`src/rtl/rst_seq_ctrl.sv`:
```
// rst_seq_ctrl: ordered bring-up and tear-down of N_STAGE active-low reset domains
module rst_seq_ctrl #(
   parameter int N_STAGE = 4,
   parameter int GAP     = 16,
   parameter int TIMEOUT = 256,
   parameter int CNT_W   = 12
) (
   input  logic               i_clk,
   input  logic               i_rst,
   input  logic               i_en,
   input  logic               i_sw_rst,
   input  logic [N_STAGE-1:0] i_ack,
   output logic [N_STAGE-1:0] o_rstn,
   output logic               o_busy,
   output logic               o_done,
   output logic               o_err,
   output logic [2:0]         o_stage
);

   typedef enum logic [2:0] {IDLE, GAP_WAIT, ACK_WAIT, RUN, DOWN, ERROR} state_t;

   state_t             state, state_nxt;
   logic [2:0]         idx, idx_nxt;
   logic [CNT_W-1:0]   cnt, cnt_nxt;
   logic [N_STAGE-1:0] rstn_nxt, sel;
   logic               busy_nxt, done_nxt, err_nxt;
   logic               abort, ack_hit, last;

   assign sel     = N_STAGE'(1) << idx;
   assign ack_hit = |(i_ack & sel);
   assign last    = idx == 3'(N_STAGE - 1);
   assign abort   = !i_en || i_sw_rst;
   assign o_stage = idx;

   // state and registered outputs, cleared synchronously by i_rst
   always_ff @(posedge i_clk) begin
      if (i_rst) begin
         state  <= IDLE;
         idx    <= '0;
         cnt    <= '0;
         o_rstn <= '0;
         o_busy <= 1'b0;
         o_done <= 1'b0;
         o_err  <= 1'b0;
      end else begin
         state  <= state_nxt;
         idx    <= idx_nxt;
         cnt    <= cnt_nxt;
         o_rstn <= rstn_nxt;
         o_busy <= busy_nxt;
         o_done <= done_nxt;
         o_err  <= err_nxt;
      end
   end

   // sequencing decisions; an ack beats a timeout expiring on the same cycle
   always_comb begin
      state_nxt = state;
      idx_nxt   = idx;
      cnt_nxt   = cnt;
      rstn_nxt  = o_rstn;
      busy_nxt  = o_busy;
      done_nxt  = o_done;
      err_nxt   = o_err;
      case (state)
         IDLE: begin
            if (i_en) begin
               state_nxt = GAP_WAIT;
               idx_nxt   = '0;
               cnt_nxt   = '0;
               busy_nxt  = 1'b1;
            end
         end
         GAP_WAIT: begin
            if (abort) begin
               state_nxt = DOWN;
               cnt_nxt   = '0;
            end else if (cnt == CNT_W'(GAP - 1)) begin
               rstn_nxt  = o_rstn | sel;
               cnt_nxt   = '0;
               state_nxt = ACK_WAIT;
            end else begin
               cnt_nxt = cnt + 1'b1;
            end
         end
         ACK_WAIT: begin
            if (abort) begin
               state_nxt = DOWN;
               cnt_nxt   = '0;
            end else if (ack_hit) begin
               state_nxt = last ? RUN : GAP_WAIT;
               idx_nxt   = last ? idx : idx + 1'b1;
               cnt_nxt   = '0;
               done_nxt  = last;
               busy_nxt  = !last;
            end else if (cnt == CNT_W'(TIMEOUT - 1)) begin
               state_nxt = ERROR;
               rstn_nxt  = '0;
               err_nxt   = 1'b1;
               busy_nxt  = 1'b0;
               cnt_nxt   = '0;
            end else begin
               cnt_nxt = cnt + 1'b1;
            end
         end
         RUN: begin
            if (abort) begin
               state_nxt = DOWN;
               idx_nxt   = 3'(N_STAGE - 1);
               done_nxt  = 1'b0;
               busy_nxt  = 1'b1;
            end
         end
         DOWN: begin
            rstn_nxt  = o_rstn & ~sel;
            state_nxt = (idx == '0) ? IDLE : DOWN;
            idx_nxt   = (idx == '0) ? idx : idx - 1'b1;
            busy_nxt  = idx != '0;
         end
         ERROR: begin
            if (abort) begin
               state_nxt = IDLE;
               err_nxt   = 1'b0;
               idx_nxt   = '0;
               cnt_nxt   = '0;
            end
         end
         default: state_nxt = IDLE;
      endcase
   end

endmodule
```
`config.mk`:
```
export PLATFORM = sky130hd
export DESIGN_NAME = rst_seq_ctrl
export DESIGN_NICKNAME = d
export VERILOG_FILES = /design/src/rtl/rst_seq_ctrl.sv
export SDC_FILE = /design/constraint.sdc
export NUM_CORES = 1
export LEC_CHECK = 0
export CORE_ASPECT_RATIO = 0.5
export CORE_MARGIN = 2
export CORE_UTILIZATION = 60
export DETAILED_ROUTE_END_ITERATION = 8
export GPL_TIMING_DRIVEN = 0
export PLACE_DENSITY = 0.84
export SYNTH_ARGS = -nofsm -noshare
export SYNTH_HDL_FRONTEND = slang
export SYNTH_SLANG_ARGS = --single-unit
export TNS_END_PERCENT = 50
```
`constraint.sdc`:
```
create_clock -name i_clk -period 5 [get_ports i_clk]
set_clock_uncertainty 0.05 [all_clocks]
set_input_delay 1.5 -clock i_clk [delete_from_list [all_inputs] [get_ports i_clk]]
set_output_delay 1.5 -clock i_clk [all_outputs]
set_load 0.005 [all_outputs]
```
==> impl_metrics.json, run 1 <==
{
  "status": "completed",
  "r2r_end": "o_stage[1]",
  "wl_per_cell_um": 14.2,
  "rsz0062_at_grt": "false",
  "n_fill_cell": 218,
  "peakVddDrop_v": 0.000156,
  "synthCells": 205,
  "io_buffers": 17,
  "fin_total_pwr_uw": 557,
  "drv_slew": 0,
  "numCtsBuffers": 3,
  "setup_viol": 0,
  "insertion_delay_ns": 0.27,
  "row_count": 13,
  "min_to": "o_busy",
  "yosys_warnings": 0,
  "clockBufferDepth": 2,
  "cts.clk_slew.worst_paths_ns": 0.09,
  "ios": 18,
  "min_path_cells": 2,
  "drtIter0Drc": 153,
  "synth_seq_cells": 25,
  "regArea_um2": 500,
  "powerDensity_nw_per_um2": 296,
  "r2r-start": "state[2]",
  "yosysUniqueCellTypes": 53,
  "crit_fanout": 10,
  "cts_root_buffer": "clkbuf_8",
  "routed_wl_mm": 3.74,
  "synth_top_area_share_pct": 31.0,
  "finalCriticalPeriod_ns": 3.34,
  "async_reset_ff_share_pct": 0,
  "fp.coreArea_um2": 2570,
  "dp_hpwl_mm": 2.69,
  "routabilityCongestion": 0.927,
  "tightest_slew_ns": 0.581,
  "grt_max_degree": 16,
  "avgSynthCellArea_um2": 7.89,
  "cts.sinks": 25,
  "post_cts_buffers": 0,
  "fp.dieH_um": 40.7,
  "grt_pass1_vias": 1392,
  "syn_to_final_growth_pct": 16.4,
  "most-common-layout-cells": "nor2_1, dfxtp_1, nand2_1",
  "ys.flop_type": "dfxtp_1",
  "antenna_found_initial": 0,
  "synth_edf_count": 0,
  "seq_area_frac_synth_pct": 31.0,
  "first_pass_iters": 4,
  "postRouteAntennaNets": 0,
  "ff2ff_setup_slack_ns": 2.72,
  "multi_input_area_um2": 1010,
  "period_share_pct": 66.9,
  "criticalPathCategory": "in -> reg",
  "layout_commonest_cell": "nor2_1",
  "cts_resized": 0,
  "required_ns": 5.17,
  "n_antenna_cell": 0,
  "fmax_mhz": 299,
  "die_w_um": 77.4,
  "hold_violations": 0,
  "initial_core_util_pct": 62.9,
  "synth.top_cells.by_area": "dfxtp_1, nor2_1, xnor2_1, nand2_1, a21oi_1",
  "grt_pass1_wl_mm": 6.12,
  "syn_nets": 215,
  "startpoint_type": "input pin",
  "ff2ff_path_depth": 8,
  "hold_start": "o_busy",
  "nets": 237,
  "post-route-drc-count": 0,
  "tns_ns": 0,
  "gr-usage-all-layers_pct": 25.4,
  "netlist_area_um2": 1620,
  "p_leak_nw": 0.647,
  "grt_remaining_overflow": 0,
  "drive_above_1_share_pct": 10.6,
  "arrival_ns": 3.51,
  "cts_hold_buf": 0,
  "hp-class": "reg -> reg",
  "slew_headroom_pct": 61.0,
  "viasPerCell": 5.97,
  "maxCapViolCount": 0,
  "die_area_um2": 3150,
  "htree_num_levels": 1,
  "tritoncts": "yes",
  "vias": 1570,
  "endpoint_kind": "flop",
  "yosys.area.top_type": "dfxtp_1"
}
[cell families (layout without fill, tap and decap cells)]
logic type | Yosys count | in the layout | share of synthesized area, %
muxes | 7 | 7 | 4.72
and+or+nand+nor | 87 | 87 | 27.3
AOI/OAI and AO/OA | 54 | 54 | 23.0
buffers and inverters | 20 | 41 | 6.58
DFF | 25 | 25 | 31.0
adders and majority gates | 2 | 2 | 2.01
xor gates and xnor gates | 10 | 10 | 5.42
[routing by layer]
layer | global-route usage [%] | up-vias | routed length (um)
met5 | 0 | - | 0
met4 | 12.9 | 0 | 39
met3 | 5.51 | 9 | 223
met2 | 44.3 | 55 | 1780
met1 | 31.6 | 723 | 1700
li1 | - | 783 | -
[critical path, stage by stage]
cell and delay [ns]:
clkdlybuf4s50_1 0.55, or2b_2 0.31, buf_4 0.17, or4b_4 0.54
a21o_1 0.19, buf_6 0.14, nor2_1 0.10
[flip-flops by register name, summed over array words and instances (netlist names)]
name	cells
state	3
cnt	12
o_err	1
o_stage	3
o_busy	1
o_rstn	4
o_done	1
[through the flow]
stage               instance area (um^2)  worst slack, ns  util (%)  instances  hold slack (ns)
CTS                                 1880             1.67      73.2        263            0.430
finish                              1880             1.66      73.2        263            0.423
detailed placement                  1830             1.37      71.3        259            0.417
floorplan                           1620             1.96         -        205            0.404
global route                        1880             1.58      73.2        263            0.445
global placement                    1830             1.41      71.3        259            0.402
[report_power, final]
group / internal (mW) / leakage, nW / switching [mW]
registers: 0.211 / 0.202 / 0.0150
clock network: 0.0566 / 0.0217 / 0.0686
logic: 0.0891 / 0.423 / 0.116
[layout make-up]
cell class	instances	share of cell area, %
repair buffers	17	9.04
well taps	37	2.46
multi-input cells	160	53.7
flip-flops and latches	25	26.6
inverters	6	1.20
clock buffers	3	2.19
plain buffers	14	4.45
clock inverters	1	0.399
[worst max path at each step]
stage	start	slack (ns)	cells after the start	to
after floorplan	i_ack[0]	1.96	5	state[0]
after global placement	i_en	1.41	6	state[0]
after detailed placement	i_en	1.37	7	cnt[0]
after CTS	i_en	1.67	7	cnt[0]
after global routing	i_en	1.58	8	cnt[6]
final	i_en	1.66	7	cnt[0]
[cells in the mapped netlist, types with 2 or more instances]
cell type,number
a31oi_1,6
a21o_1,3
nand2_1,19
and3_2,2
and2_2,2
o21ai_0,7
clkbuf_1,6
nor2_1,29
mux2i_1,5
o21a_1,2
nand4_1,2
buf_2,3
inv_1,6
dfxtp_1,25
xnor2_1,9
a21oi_1,14
a211oi_1,8
nand3_1,3
nor3_1,9
nor2b_1,7
nor4_1,4
buf_6,3
Power figures use the tool's default switching activity.
==> inputs of run 2 (changes only) <==
- CORE_UTILIZATION: 60 -> 56
- PLACE_DENSITY: 0.84 -> 0.79
- clock period: 5 -> 3.4 ns (I/O delays scaled with it)
==> run 2 against run 1 <==
Critical path depth grew 1. Combinational power grew 46%. Clock power grew 54%. First-iteration DRC count grew 42%. Sequential share of layout area is essentially flat. Non-clock buffer count is the same. Cell count is the same. Via count grew 0.25%. Register-to-register slack lost 1.6 ns. Core utilization shrank 2.6 points. Total power grew 48%. Final area is essentially flat.
==> impl_metrics.json, run 2 (same netlist as run 1, synthesis figures left out) <==
{
  "ff2ff_setup_slack_ns": 1.15,
  "viasPerCell": 5.98,
  "period_share_pct": 84.5,
  "ff2ff_path_depth": 9,
  "final_core_util_pct": 70.6,
  "regMostFlops": "cnt",
  "cts_hold_buf": 0,
  "largestRegisters": "cnt: 12 flops, o_rstn: 4 flops",
  "row_count": 13,
  "required_ns": 3.50,
  "ios": 18,
  "grt_remaining_overflow": 0,
  "initial_core_util_pct": 60.6,
  "grt_pass1_wl_mm": 6.34,
  "criticalPathCategory": "in -> reg",
  "routed_wl_mm": 3.65,
  "startpoint_type": "input pin",
  "slew_headroom_pct": 59.9,
  "drive_above_1_share_pct": 10.6,
  "dpl-instance-area_um2": 1830,
  "p_leak_nw": 0.651,
  "grt_max_degree": 17,
  "first_pass_iters": 4,
  "nets": 237,
  "r2r-start": "state[1]",
  "grt_pass1_vias": 1426,
  "largest_register_ff_count": 12,
  "drv_slew": 0,
  "postLayoutCellArea_um2": 1880,
  "clockBufferDepth": 2,
  "gr-usage-all-layers_pct": 23.5,
  "crit_fanout": 10,
  "setup_viol": 0,
  "cts.sinks": 25,
  "post-route-drc-count": 0,
  "r2r_end": "o_stage[2]",
  "htree_num_levels": 1,
  "die_w_um": 80.0,
  "drtIter0Drc": 218,
  "die_area_um2": 3360,
  "vias": 1574,
  "critPathCapture": "cnt[6]",
  "tns_ns": 0,
  "postRouteAntennaNets": 0,
  "cts_resized": 0,
  "finalCriticalPeriod_ns": 2.87,
  "antenna_found_initial": 0,
  "place_ws_ns": 0.266,
  "powerDensity_nw_per_um2": 438,
  "fin_total_pwr_uw": 825,
  "peakVddDrop_v": 0.000253,
  "tightest_slew_ns": 0.597,
  "wl_per_cell_um": 13.9,
  "fp.coreArea_um2": 2670,
  "insertion_delay_ns": 0.28,
  "maxCapViolCount": 0,
  "fp.dieH_um": 42.0,
  "most-common-layout-cells": "nor2_1, dfxtp_1, nand2_1",
  "post_cts_buffers": 0,
  "worstSetupStartpoint": "i_en",
  "syn_to_final_growth_pct": 16.5,
  "dp_hpwl_mm": 2.71,
  "n_antenna_cell": 0,
  "rsz0062_at_grt": "false",
  "stdcell_count": 263,
  "layout_setup_ws_ns": 0.526,
  "numCtsBuffers": 3,
  "status": "completed",
  "endpoint_kind": "flop",
  "place_inst": 259,
  "hp-class": "reg -> reg",
  "layout_commonest_cell": "nor2_1",
  "arrival_ns": 2.97,
  "cts_root_buffer": "clkbuf_8",
  "fmax_mhz": 348,
  "io_buffers": 17,
  "hold_violations": 0,
  "cts.clk_slew.worst_paths_ns": 0.10,
  "routabilityCongestion": 0.897,
  "whs_ns": 0.416,
  "tritoncts": "yes"
}
[run 2: power by group]
| part | switching [mW] | internal [mW] |
|---|---|---|
| Sequential | 0.0213 | 0.310 |
| Combinational | 0.169 | 0.131 |
| Clock | 0.107 | 0.0861 |
[run 2: worst min-delay path by stage]
stage,start,end,slack [ns],depth (start not counted)
after floorplan,o_busy,o_busy,0.40,2
after global placement,o_busy,o_busy,0.40,2
after detailed placement,o_busy,o_busy,0.41,2
after CTS,o_busy,o_busy,0.42,2
after global routing,o_busy,o_busy,0.45,2
final,o_busy,o_busy,0.42,2
[run 2: per-layer routing]
metal  part of all wire [%]  wire length [um]  track usage, %  vias to the layer above
met5                      0                 0               0                        -
met4                    1.2                42            2.71                        0
met3                    6.7               243            5.17                        6
met2                     45              1660            39.3                       65
met1                     47              1700            32.3                      722
li1                       -                 -               -                      781
[run 2: area by class of cell]
type | count | area, um^2
fillers | 235 | 785
clock inverters | 1 | 8.76
repair buffers | 17 | 170
clock buffers | 3 | 41.3
flip-flops and latches | 25 | 500
inverters | 6 | 22.5
plain buffers | 14 | 83.8
well taps | 37 | 46.3
multi-input cells | 160 | 1010
[run 2: worst max-delay path, cell delays in order]
cell	delay (ns)
clkdlybuf4s50_1	0.53
or2b_2	0.30
buf_4	0.17
o221ai_1	0.44
buf_6	0.22
nor2_1	0.08
a31oi_1	0.16
nor3_1	0.06
==> inputs of run 3 (changes only) <==
- clock period: 3.4 -> 2.9 ns (I/O delays scaled with it)
==> results of run 3 <==
Same layout as run 2 (identical final DEF). Status: completed.
Among the figures that moved: setup slack after placement 0.266 ns -> -0.0836 ns; setup slack after layout 0.526 ns -> 0.176 ns; register-to-register setup slack 1.15 ns -> 0.65 ns; total power 0.825 mW -> 0.967 mW; worst IR drop on VDD 0.000253 V -> 0.000296 V
